$ cat config.mk
export PLATFORM = sky130hd
export DESIGN_NAME = pipeline_hazard_ctrl
export DESIGN_NICKNAME = d
export VERILOG_FILES = /design/src/rtl/pipeline_hazard_ctrl.sv
export SDC_FILE = /design/constraint.sdc
export NUM_CORES = 1
export LEC_CHECK = 0
export CORE_MARGIN = 8
export CORE_UTILIZATION = 51
export DETAILED_ROUTE_END_ITERATION = 10
export PLACE_DENSITY_LB_ADDON = 0.15
export SLEW_MARGIN = 15
export SYNTH_ARGS = -nofsm -noshare
export SYNTH_HDL_FRONTEND = slang
export SYNTH_SLANG_ARGS = --single-unit
$ cat constraint.sdc
create_clock -name clk -period 3.8 [get_ports clk]
set_input_delay 0.76 -clock clk [delete_from_list [all_inputs] [get_ports clk]]
set_output_delay 0.76 -clock clk [all_outputs]
set_load 0.01 [all_outputs]
$ cat src/rtl/pipeline_hazard_ctrl.sv
// rtl/pipeline_hazard_ctrl.sv - stall/flush/forwarding controller for the 5-stage pipeline
// Optional macro HAZARD_CTRL_FWD_EN: EX forwarding on; without it any RAW match stalls.
module pipeline_hazard_ctrl #(
  parameter int MEM_TIMEOUT = 64,
  parameter int CNT_W       = 32
) (
  input  logic             clk,
  input  logic             reset,
  input  logic [4:0]       id_rs1,
  input  logic [4:0]       id_rs2,
  input  logic             id_use_rs1,
  input  logic             id_use_rs2,
  input  logic [4:0]       idex_rs1,
  input  logic [4:0]       idex_rs2,
  input  logic [4:0]       idex_rd,
  input  logic             idex_MemRead,
  input  logic             idex_RegWrite,
  input  logic [4:0]       exmem_rd,
  input  logic             exmem_RegWrite,
  input  logic             mem_req,
  input  logic             mem_ready,
  input  logic [4:0]       memwb_rd,
  input  logic             memwb_RegWrite,
  input  logic             branch_taken,
  output logic             pc_en,
  output logic             ifid_en,
  output logic             idex_en,
  output logic             exmem_en,
  output logic             ifid_flush,
  output logic             idex_flush,
  output logic             memwb_flush,
  output logic [1:0]       fwd_a,
  output logic [1:0]       fwd_b,
  output logic             mem_err,
  output logic [CNT_W-1:0] stall_cnt,
  output logic [CNT_W-1:0] flush_cnt
);

  localparam int WAIT_W = $clog2(MEM_TIMEOUT + 1);
  localparam logic [WAIT_W-1:0] WAIT_LAST = WAIT_W'(MEM_TIMEOUT - 1);
  localparam logic [WAIT_W-1:0] WAIT_SAT  = WAIT_W'(MEM_TIMEOUT);
  localparam logic [CNT_W-1:0]  CNT_MAX   = '1;

  typedef enum logic {RUN, MEM_WAIT} state_t;

  state_t            state;
  state_t            state_nxt;
  logic [WAIT_W-1:0] wait_cnt;
  logic              mem_wait;
  logic              raw_stall;
  logic [1:0]        fwd_a_sel;
  logic [1:0]        fwd_b_sel;

  // Source dependency on a producer that will write rd (x0 never creates a hazard).
  function automatic logic dep(input logic use_src, input logic [4:0] src,
                               input logic wr, input logic [4:0] rd);
    return use_src && wr && (rd != 5'd0) && (src == rd);
  endfunction

  function automatic logic [1:0] fwd_sel(input logic [4:0] src,
                                         input logic ex_wr, input logic [4:0] ex_rd,
                                         input logic wb_wr, input logic [4:0] wb_rd);
    logic [1:0] sel;
    sel = 2'b00;
    if (ex_wr && ex_rd != 5'd0 && ex_rd == src)
      sel = 2'b10;
    else if (wb_wr && wb_rd != 5'd0 && wb_rd == src)
      sel = 2'b01;
    return sel;
  endfunction

  assign mem_wait = (state == RUN) ? (mem_req && !mem_ready) : !mem_ready;

  always_comb begin
    raw_stall = dep(id_use_rs1, id_rs1, idex_MemRead, idex_rd) ||
                dep(id_use_rs2, id_rs2, idex_MemRead, idex_rd);
`ifndef HAZARD_CTRL_FWD_EN
    // Without forwarding every in-flight producer blocks its consumer in ID.
    if (dep(id_use_rs1, id_rs1, idex_RegWrite, idex_rd)   ||
        dep(id_use_rs2, id_rs2, idex_RegWrite, idex_rd)   ||
        dep(id_use_rs1, id_rs1, exmem_RegWrite, exmem_rd) ||
        dep(id_use_rs2, id_rs2, exmem_RegWrite, exmem_rd) ||
        dep(id_use_rs1, id_rs1, memwb_RegWrite, memwb_rd) ||
        dep(id_use_rs2, id_rs2, memwb_RegWrite, memwb_rd))
      raw_stall = 1'b1;
`endif
  end

`ifdef HAZARD_CTRL_FWD_EN
  logic unused_fwd_inputs;
  assign unused_fwd_inputs = idex_RegWrite;
  assign fwd_a_sel = fwd_sel(idex_rs1, exmem_RegWrite, exmem_rd, memwb_RegWrite, memwb_rd);
  assign fwd_b_sel = fwd_sel(idex_rs2, exmem_RegWrite, exmem_rd, memwb_RegWrite, memwb_rd);
`else
  logic unused_fwd_inputs;
  assign unused_fwd_inputs = ^{idex_rs1, idex_rs2,
                               fwd_sel(idex_rs1, exmem_RegWrite, exmem_rd,
                                       memwb_RegWrite, memwb_rd)};
  assign fwd_a_sel = 2'b00;
  assign fwd_b_sel = 2'b00;
`endif

  always_comb begin
    state_nxt = state;
    case (state)
      RUN:      if (mem_req && !mem_ready) state_nxt = MEM_WAIT;
      MEM_WAIT: if (mem_ready) state_nxt = RUN;
      default:  state_nxt = RUN;
    endcase
  end

  // Priority: reset > memory wait > branch flush > RAW stall.
  always_comb begin
    pc_en       = 1'b1;
    ifid_en     = 1'b1;
    idex_en     = 1'b1;
    exmem_en    = 1'b1;
    ifid_flush  = 1'b0;
    idex_flush  = 1'b0;
    memwb_flush = 1'b0;
    fwd_a       = fwd_a_sel;
    fwd_b       = fwd_b_sel;
    if (reset) begin
      pc_en       = 1'b0;
      ifid_en     = 1'b0;
      idex_en     = 1'b0;
      exmem_en    = 1'b0;
      ifid_flush  = 1'b1;
      idex_flush  = 1'b1;
      memwb_flush = 1'b1;
      fwd_a       = 2'b00;
      fwd_b       = 2'b00;
    end else if (mem_wait) begin
      pc_en       = 1'b0;
      ifid_en     = 1'b0;
      idex_en     = 1'b0;
      exmem_en    = 1'b0;
      memwb_flush = 1'b1;
    end else if (branch_taken) begin
      ifid_flush = 1'b1;
      idex_flush = 1'b1;
    end else if (raw_stall) begin
      pc_en      = 1'b0;
      ifid_en    = 1'b0;
      idex_flush = 1'b1;
    end
  end

  always_ff @(posedge clk) begin
    if (reset) begin
      state     <= RUN;
      wait_cnt  <= '0;
      mem_err   <= 1'b0;
      stall_cnt <= '0;
      flush_cnt <= '0;
    end else begin
      state <= state_nxt;
      if (state == RUN) begin
        if (state_nxt == MEM_WAIT) wait_cnt <= '0;
      end else begin
        // Timeout only flags the error; the access keeps waiting for mem_ready.
        if (wait_cnt == WAIT_LAST) mem_err <= 1'b1;
        if (wait_cnt != WAIT_SAT) wait_cnt <= wait_cnt + 1'b1;
      end
      if (!pc_en && stall_cnt != CNT_MAX) stall_cnt <= stall_cnt + 1'b1;
      if (ifid_flush && flush_cnt != CNT_MAX) flush_cnt <= flush_cnt + 1'b1;
    end
  end

endmodule
Word-level counts from Yosys, hierarchy flattened:

Index checks and enable logic that the tools add are counted.

* register bits: 73
* bits of input ports: 46
* output and inout bits: 76
* word-level logic and storage cells: 84

* $add $sub $neg: 3
* equality and inequality tests: 11
* mux-type cells: 23
* bitwise operators: 1
* reductions and logical operators: 41

Operator list (number)
* adder 32 x 1 -> 32 bit, second input constant: 2
* inequality test 32 bit, second input constant: 2
* equality test 5 bit: 6
* logical AND 1 bit: 27
* 2-to-1 mux 7 bit: 3
* 2-to-1 mux 1 bit: 19
* nonzero test 5 bit: 3
* adder 7 x 1 -> 7 bit, second input constant: 1
* equality test 7 x 6 -> 1 bit, second input constant: 1
* inequality test 7 bit, second input constant: 1
* logical OR 1 bit: 6
* AND reduction 2 bit: 2
* logical NOT 1 bit: 2
* inequality test 2 x 1 -> 1 bit, second input constant: 1
* case mux 1 bit (2 select lines): 1
* nonzero test 2 bit: 1
* inverter 1 bit: 1

Logic depth before layout (Yosys ltp):

Gate-level depths: netlist (run 1).

* depth in word-level cells: 15
* depth in mapped cells: 10
* mapped depth without buffers: 10

Worst setup path before layout (run 1):

No wires, ideal clock.

* kind: input -> output
* start point: input idex_rd[1]
* end point: output pc_en
* arrival time: 2.130 ns
* required time: 3.040 ns
* slack: 0.910 ns
* stages on the path: 6
* path buffers: 1
* path through: or4_1 > o22a_1 > a32oi_2 > and2_1 > o21a_1 > buf_4

* word-level cells in the longest chain between the ends: 13
* elaborated cells on any way between the ends: 22

Ends and longest elaborated chain
* start, declared: line 15 `input logic [4:0] idex_rd,`
* nonzero test 5 bit: line 57 `return use_src && wr && (rd != 5'd0) && (src == rd);`
* logical AND 1 bit (2 in a row): line 57
* logical OR 1 bit: line 79 `if (dep(id_use_rs1, id_rs1, idex_RegWrite, idex_rd) ||`
* logical OR 1 bit: line 80 `dep(id_use_rs2, id_rs2, idex_RegWrite, idex_rd) ||`
* logical OR 1 bit: line 81 `dep(id_use_rs1, id_rs1, exmem_RegWrite, exmem_rd) ||`
* logical OR 1 bit: line 82 `dep(id_use_rs2, id_rs2, exmem_RegWrite, exmem_rd) ||`
* logical OR 1 bit: line 83 `dep(id_use_rs1, id_rs1, memwb_RegWrite, memwb_rd) ||`
* 2-to-1 mux 1 bit *: line 79
* 2-to-1 mux 1 bit * (4 in a row)
* end, declared: line 25 `output logic pc_en,`

Mark *: on every way between the ends. The rest lies on a longest branch, timed or not.

Worst setup path after layout (run 1):

* start point: input id_rs2[0]
* end point: output ifid_en

* word-level cells in the longest chain between the ends: 12
* elaborated cells on any way between the ends: 18

Ends and longest elaborated chain
* start, declared: line 10 `input logic [4:0] id_rs2,`
* equality test 5 bit: line 57
* logical AND 1 bit: line 57
* logical OR 1 bit: line 79
* logical OR 1 bit: line 80
* logical OR 1 bit: line 81
* logical OR 1 bit: line 82
* logical OR 1 bit: line 83
* 2-to-1 mux 1 bit *: line 79
* 2-to-1 mux 1 bit *: line 142 `end else if (raw_stall) begin`
* 2-to-1 mux 1 bit *: line 139 `end else if (branch_taken) begin`
* 2-to-1 mux 1 bit *: line 133 `end else if (mem_wait) begin`
* 2-to-1 mux 1 bit *: line 123 `if (reset) begin`
* end, declared: line 26 `output logic ifid_en,`

Marked as above.

==> results of run 1 <==
[stage by stage]
| step | setup WS [ns] | power [W] | utilization [%] | hold slack (ns) | cell area [sq um] |
|---|---|---|---|---|---|
| finish | 0.417 | 0.00160 | 70.3 | 0.471 | 5430 |
| global route | 0.352 | 0.00166 | 70.3 | 0.523 | 5430 |
| detailed placement | 0.0145 | 0.000985 | 67.5 | 0.467 | 5220 |
| global placement | 0.0832 | 0.000978 | 67.5 | 0.461 | 5220 |
| CTS | 0.0179 | 0.00161 | 70.2 | 0.485 | 5420 |
| floorplan | 0.910 | 0.000891 | - | 0.494 | 4080 |
[how the worst max path moves through the flow]
stage | end | slack (ns) | cells after the start
floorplan | pc_en | 0.91 | 6
global placement | ifid_en | 0.08 | 7
detailed placement | idex_flush | 0.01 | 8
CTS | idex_flush | 0.02 | 8
global route | ifid_en | 0.35 | 7
finish | ifid_en | 0.42 | 8
[layout make-up]
class	instances	share of cell area, %
tap	102	2.35
sequential	73	26.9
inverter	11	0.760
clock inverter	5	1.18
timing repair buffer	115	20.9
clock buffer	11	2.60
multi-input combinational	380	45.3
[cells by family (layout without fill, tap and decap cells)]
| logic type | after synthesis | after routing | share of synthesized area (%) |
|---|---|---|---|
| muxes | 12 | 12 | 3.32 |
| buffers and inverters | 31 | 142 | 3.82 |
| AOI/OAI and AO/OA | 60 | 60 | 9.17 |
| DFF | 73 | 73 | 35.9 |
| other | 1 | 4 | 0.0922 |
| and+or+nand+nor | 234 | 234 | 32.2 |
| xor gates and xnor gates | 66 | 66 | 14.2 |
| adders and majority gates | 4 | 4 | 1.23 |
[routing by layer]
metal / vias up / part of all wire, % / global-route usage, %
li1: 1885 / - / -
met1: 1786 / 41 / 20.0
met2: 110 / 50 / 33.9
met3: 16 / 6.9 / 6.64
met4: 0 / 1.1 / 4.38
met5: - / 0 / 0
[Yosys cell counts (all sizes together), types with 5 or more instances]
library cell	instances	area share [%]
xnor2	30	6.5
nand4	22	3.9
buf	11	2.0
mux2	9	2.6
nand2	33	3.0
nand3	28	4.0
clkbuf	9	0.83
nor3	6	1.1
or2	5	0.77
and3	10	1.5
or3	18	2.9
nor2b	9	1.4
or4	5	0.92
nor2	77	7.4
inv	11	1.0
o21ai	19	2.4
a21oi	24	3.0
xor2	36	7.8
dfxtp	73	36
[worst max-delay path: cells and delay by family]
kind / cells / cell delay [ns]
xor+xnor: 1 / 0.21
compound gates: 2 / 0.29
buf+inv: 2 / 0.69
simple gates: 3 / 0.68
[state kept, by name, summed over array words and instances (netlist names)]
register / cells
flush_cnt: 32
wait_cnt: 7
stall_cnt: 32
state: 1
mem_err: 1
[what timing repair did]
item                                    4_1_cts  5_1_grt
hold buffers                                  0        0
setup buffers                                 0        0
endpoints found under the setup margin        0        3
resized for setup                             0        3
[power by group through the flow]
stage / Combinational (W) / Clock, W / Sequential (W)
floorplan: 0.0000901 / 0 / 0.000801
global placement: 0.000178 / 0 / 0.000800
detailed placement: 0.000184 / 0 / 0.000801
CTS: 0.000185 / 0.000640 / 0.000783
global route: 0.000197 / 0.000678 / 0.000784
finish: 0.000183 / 0.000632 / 0.000783
==> out/qor.txt, run 1 <==
==================================================================================
Root buffer selected by CTS                                           sky130_fd_sc_hd__clkbuf_8
Combinational group share of total power                                     11.5%
Number of standard cells after synthesis                                       481
Area occupied by multi-input gates                                      2460 sq um
Part of the total power dissipated in sequential elements                    49.0%
Worst hold-check path type                                            flop to flop
Fin. Hold Viols                                                                  0
P per Cell Area                                                        294 nW/um^2
Ports placed on the boundary                                                   122
Data arrival time at the worst-slack endpoint                              2.62 ns
Number of nets in the final layout                                             640
Max-cap viol count                                                               0
# H-tree levels                                                                  3
Origin of the worst min-delay path                                         mem_err
Register Area                                                           1460 sq um
CP endpoint kind                                                        output pin
Register area share after synthesis                                          35.9%
Fin crit share                                                               89.0%
Violation count after the first detailed-route iteration                       123
Worst reg2reg path endpoint                                           flush_cnt[21]
Source-to-sink clock delay at the later pin of the worst-skew pair         0.35 ns
Worst setup SP type                                                     input port
Maximum VDD drop                                                        0.000209 V
Count of inserted antenna diode cells                                            0
Worst max-slew margin expressed relative to the limit                        62.5%
Routed wire length                                                         10.6 mm
Die span in y                                                               105 um
Max Slew Vio Count                                                               0
Total via count in the routed design                                          3797
Via count of the first global-routing pass                                    3795
Measured slew at the worst slew-check pin                                 0.560 ns
Count of nets left with antenna violations after detail routing                  0
Total internal power                                                     0.00119 W
CP max stage delay                                                         0.52 ns
CTS Buf Count                                                                    9
Via density                                                                   5.45
Die Wd                                                                      105 um
Mean cell area of the mapped netlist                                    8.45 sq um
Total global routing overflow                                                    0
Final HPWL from detailed placement                                         8.02 mm
Top library cells by usage in the layout, fill and taps aside         sky130_fd_sc_hd__clkdlybuf4s50_1, sky130_fd_sc_hd__nor2_1, sky130_fd_sc_hd__dfxtp_1, sky130_fd_sc_hd__xor2_1, sky130_fd_sc_hd__nand2_1
Flop and latch count out of synthesis                                           73
Final setup TNS                                                               0 ns
Terminating pin of the worst hold path                                     mem_err
Critical path's slowest cell                                          sky130_fd_sc_hd__clkdlybuf4s50_1
Worst clock skew                                                         0.0141 ns
Die area                                                               11100 sq um
Number of remaining DRC errors                                                   0
Clock-pin slew on the worst setup and hold paths                           0.07 ns
Count of input and output buffers                                              107
Crit path max fanout                                                             3
R2r startpoint                                                               state
Number of fill cells                                                           616
Switching power of the nets                                             0.000405 W
Fin crit period                                                            3.38 ns
Unique masters post-synth                                                       64
Required @ worst endpoint                                                  3.04 ns
Clock tree sinks                                                                73
Final Non-Filler Cells                                                         697
Wire length per cell                                                       15.2 um
Depth of the worst hold-timing path                                              2
Logic depth of the worst register-to-register path                               7
Leakage Power                                                              1.91 nW
Clock power frac                                                             39.5%
Max Clock Freq                                                           0.296 GHz
Final setup violation count                                                      0
Global-route usage over all layers                                           18.6%
Main synth FF type                                                    sky130_fd_sc_hd__dfxtp_1
Layout Area Growth over Synthesis                                            33.5%
Global-route wire length before repair                                     17.6 mm
Run status                                                            complete, no violations
Synthesis Warnings                                                               0
Share of final-layout standard cells stronger than drive strength 1          9.24%
Post-Syn Area                                                           4070 sq um
Asr flop ratio synth                                                            0%
Pre-Repair DR Iteration Count                                                    4
Ordered list of cells on the worst path                               clkdlybuf4s50_1 > xor2_1 > nor4_1 > and3_1 > o221ai_2 > and2_1 > o21a_1 > dlymetal6s2s_1
GP Congestion                                                                0.811
Core Box Area                                                           7730 sq um
Initial core utilization                                                     52.6%
Unrepaired setup endpoints after global routing                              false
Number of enable flip-flop cells after synthesis                                 0
Start point of the critical path                                         id_rs2[0]
Switching Share                                                              25.3%
Leading cell type in the layout, fill and taps excluded               sky130_fd_sc_hd__clkdlybuf4s50_1
Std cell rows                                                                   32
WS Path Type                                                          input port to output pin
Antenna violations before repair                                                 0
Register-to-register setup slack                                           1.45 ns
Cell total after placement                                                     681
Largest net degree at the start of global routing                               42
TritonCTS clock tree                                                          done
Bufs on Longest Clock Path                                                       2
==================================================================================
(Power assumes the default switching activity.)
==> inputs of run 2 (changes only) <==
CAP_MARGIN = 5   (was not set)
PLACE_DENSITY = 0.86   (was not set)
PLACE_DENSITY_LB_ADDON = not set   (was 0.15)
==> out/qor.txt, run 2 (same netlist as run 1, synthesis figures left out) <==
==================================================================================
Worst hold-check path type                                            flop to flop
Worst setup SP type                                                     input port
Via density                                                                   5.58   +2.3%
# H-tree levels                                                                  3   unchanged
Std cell rows                                                                   32   unchanged
Count of inserted antenna diode cells                                            0   unchanged
Root buffer selected by CTS                                           sky130_fd_sc_hd__clkbuf_8
Global-route usage over all layers                                           19.5%   +0.89 points
Final setup TNS                                                               0 ns   unchanged
Max Clock Freq                                                           0.269 GHz   -8.9%
CP max stage delay                                                         0.53 ns   about the same
Final Non-Filler Cells                                                         699   +0.29%
Met2 routed wirelength                                                     5.42 mm   +1.0%
Routed wire length                                                         11.0 mm   +3.6%
Via count of the first global-routing pass                                    3907   +3.0%
Final setup violation count                                                      0   unchanged
Measured slew at the worst slew-check pin                                 0.603 ns   +0.0433 ns
Final HPWL from detailed placement                                         8.45 mm   +5.5%
Unrepaired setup endpoints after global routing                              false
WS Path Type                                                          input port to output pin
Worst max-slew margin expressed relative to the limit                        59.8%   -2.7 points
Count of input and output buffers                                              107   unchanged
Largest net degree at the start of global routing                               50   +19%
P per Cell Area                                                        288 nW/um^2   -2.1%
Bufs on Longest Clock Path                                                       2   unchanged
Top Registers                                                         flush_cnt (32), stall_cnt (32), wait_cnt (7)
Buffers inserted by post-CTS timing repair                                       0   unchanged
Crit path max fanout                                                             2   -1
Top library cells by usage in the layout, fill and taps aside         sky130_fd_sc_hd__clkdlybuf4s50_1, sky130_fd_sc_hd__nor2_1, sky130_fd_sc_hd__dfxtp_1, sky130_fd_sc_hd__xor2_1, sky130_fd_sc_hd__nand2_1
Origin of the worst min-delay path                                    stall_cnt[20]
Hold WS                                                                   0.501 ns   +0.0295 ns
Start point of the critical path                                        idex_rd[1]
Max Slew Vio Count                                                               0   unchanged
Run status                                                            complete, no violations
Layout Area Growth over Synthesis                                            33.5%   unchanged
Source-to-sink clock delay at the later pin of the worst-skew pair         0.35 ns   about the same
R2r startpoint                                                        stall_cnt[0]
Post-CTS Hold Fix Bufs                                                           0   unchanged
GP Congestion                                                                0.843   +4.0%
Clock tree sinks                                                                73   unchanged
Die span in y                                                               105 um   unchanged
Number of fill cells                                                           597   -3.1%
Worst clock skew                                                        0.00728 ns   -0.00683 ns
Share of final-layout standard cells stronger than drive strength 1          9.72%   +0.47 points
Total global routing overflow                                                    0   unchanged
Ports placed on the boundary                                                   122   unchanged
Number of nets in the final layout                                             642   +0.31%
Clock-pin slew on the worst setup and hold paths                           0.07 ns   about the same
Fin crit period                                                            3.71 ns   +0.330 ns
Critical path's slowest cell                                          sky130_fd_sc_hd__or4_1
Initial core utilization                                                     52.6%   unchanged
Highest routed metal layer                                                    met4
Number of remaining DRC errors                                                   0   unchanged
Pre-Repair DR Iteration Count                                                    5   +1
Die area                                                               11100 sq um   unchanged
Fin crit share                                                               97.7%   +8.7 points
Leading cell type in the layout, fill and taps excluded               sky130_fd_sc_hd__clkdlybuf4s50_1
Count of nets left with antenna violations after detail routing                  0   unchanged
Die Wd                                                                      105 um   unchanged
Required @ worst endpoint                                                  3.04 ns   about the same
CP most frequent cell                                                 sky130_fd_sc_hd__clkdlybuf4s50_1
Global-route wire length before repair                                     18.1 mm   +3.2%
TritonCTS clock tree                                                          done
Ordered list of cells on the worst path                               clkdlybuf4s50_1 > or4_1 > o22a_1 > a32oi_2 > and2_4 > o21a_1 > clkdlybuf4s50_1
Core Box Area                                                           7730 sq um   unchanged
Placed cell area                                                        5230 sq um   +0.29%
CP endpoint kind                                                        output pin
Antenna violations before repair                                                 0   unchanged
Metal-1 WL                                                                 4.52 mm   +2.6%
Maximum VDD drop                                                        0.000207 V   -0.96%
Leakage Power                                                              1.90 nW   -0.57%
CTS Buf Count                                                                    9   unchanged
Total via count in the routed design                                          3897   +2.6%
Final non-filler cell area                                              5430 sq um   unchanged
Violation count after the first detailed-route iteration                       176   +43%
Fin. Hold Viols                                                                  0   unchanged
Cell total after placement                                                     683   +0.29%
Max-cap viol count                                                               0   unchanged
Data arrival time at the worst-slack endpoint                              2.95 ns   +0.33 ns
Total met3 wirelength after detailed routing                                811 um   +10%
Wire length per cell                                                       15.7 um   +3.3%
==================================================================================
[run 2: through the flow]
step	setup slack (ns)	utilization (%)	power, W
after detailed placement	-0.0597	67.7	0.000984
after global routing	0.000444	70.3	0.00163
after floorplan	0.910	-	0.000891
after global placement	0.000453	67.7	0.000978
final	0.0876	70.3	0.00156
after CTS	0.0429	70.2	0.00157
[run 2: area by class of cell]
| cell class | count | area, sq um | share of cell area (%) |
|---|---|---|---|
| Multi-Input combinational cell | 380 | 2470 | 45.5 |
| Timing Repair Buffer | 117 | 1140 | 21.0 |
| Tap cell | 102 | 128 | 2.35 |
| Sequential cell | 73 | 1460 | 26.9 |
| Clock buffer | 11 | 131 | 2.42 |
| Inverter | 11 | 41.3 | 0.760 |
| Clock inverter | 5 | 56.3 | 1.04 |
[run 2: final timing paths]
| path | to | slack [ns] | depth (start not counted) |
|---|---|---|---|
| hold reg to reg | stall_cnt[20] | 0.50 | 2 |
| setup / recovery | ifid_en | 0.09 | 7 |
| hold / removal | stall_cnt[20] | 0.50 | 2 |
| setup reg to reg | stall_cnt[16] | 1.43 | 8 |
[run 2: repair_timing]
item	CTS	global route
pin swaps	0	0
gates resized for setup	2	2
setup endpoints to repair	1	2
gates cloned	0	0
[run 2: power by group]
part | leakage, nW | internal [W] | total, W | switching [W]
logic | 1.22 | 0.0000957 | 0.000185 | 0.0000895
clock network | 0.0933 | 0.000303 | 0.000596 | 0.000294
registers | 0.589 | 0.000773 | 0.000782 | 0.00000977
total | 1.90 | 0.00117 | 0.00156 | 0.000393
[run 2: critical path, delay by kind of cell]
kind | cells | cell delay [ns]
buffers and inverters | 2 | 0.95
and+or+nand+nor | 2 | 0.72
AOI/OAI and AO/OA | 3 | 0.52
[run 2: routing by layer]
layer / GRT usage (%) / up-vias
met5: 0 / -
met4: 8.46 / 0
met3: 5.97 / 19
met2: 33.8 / 131
met1: 21.5 / 1861
li1: - / 1886
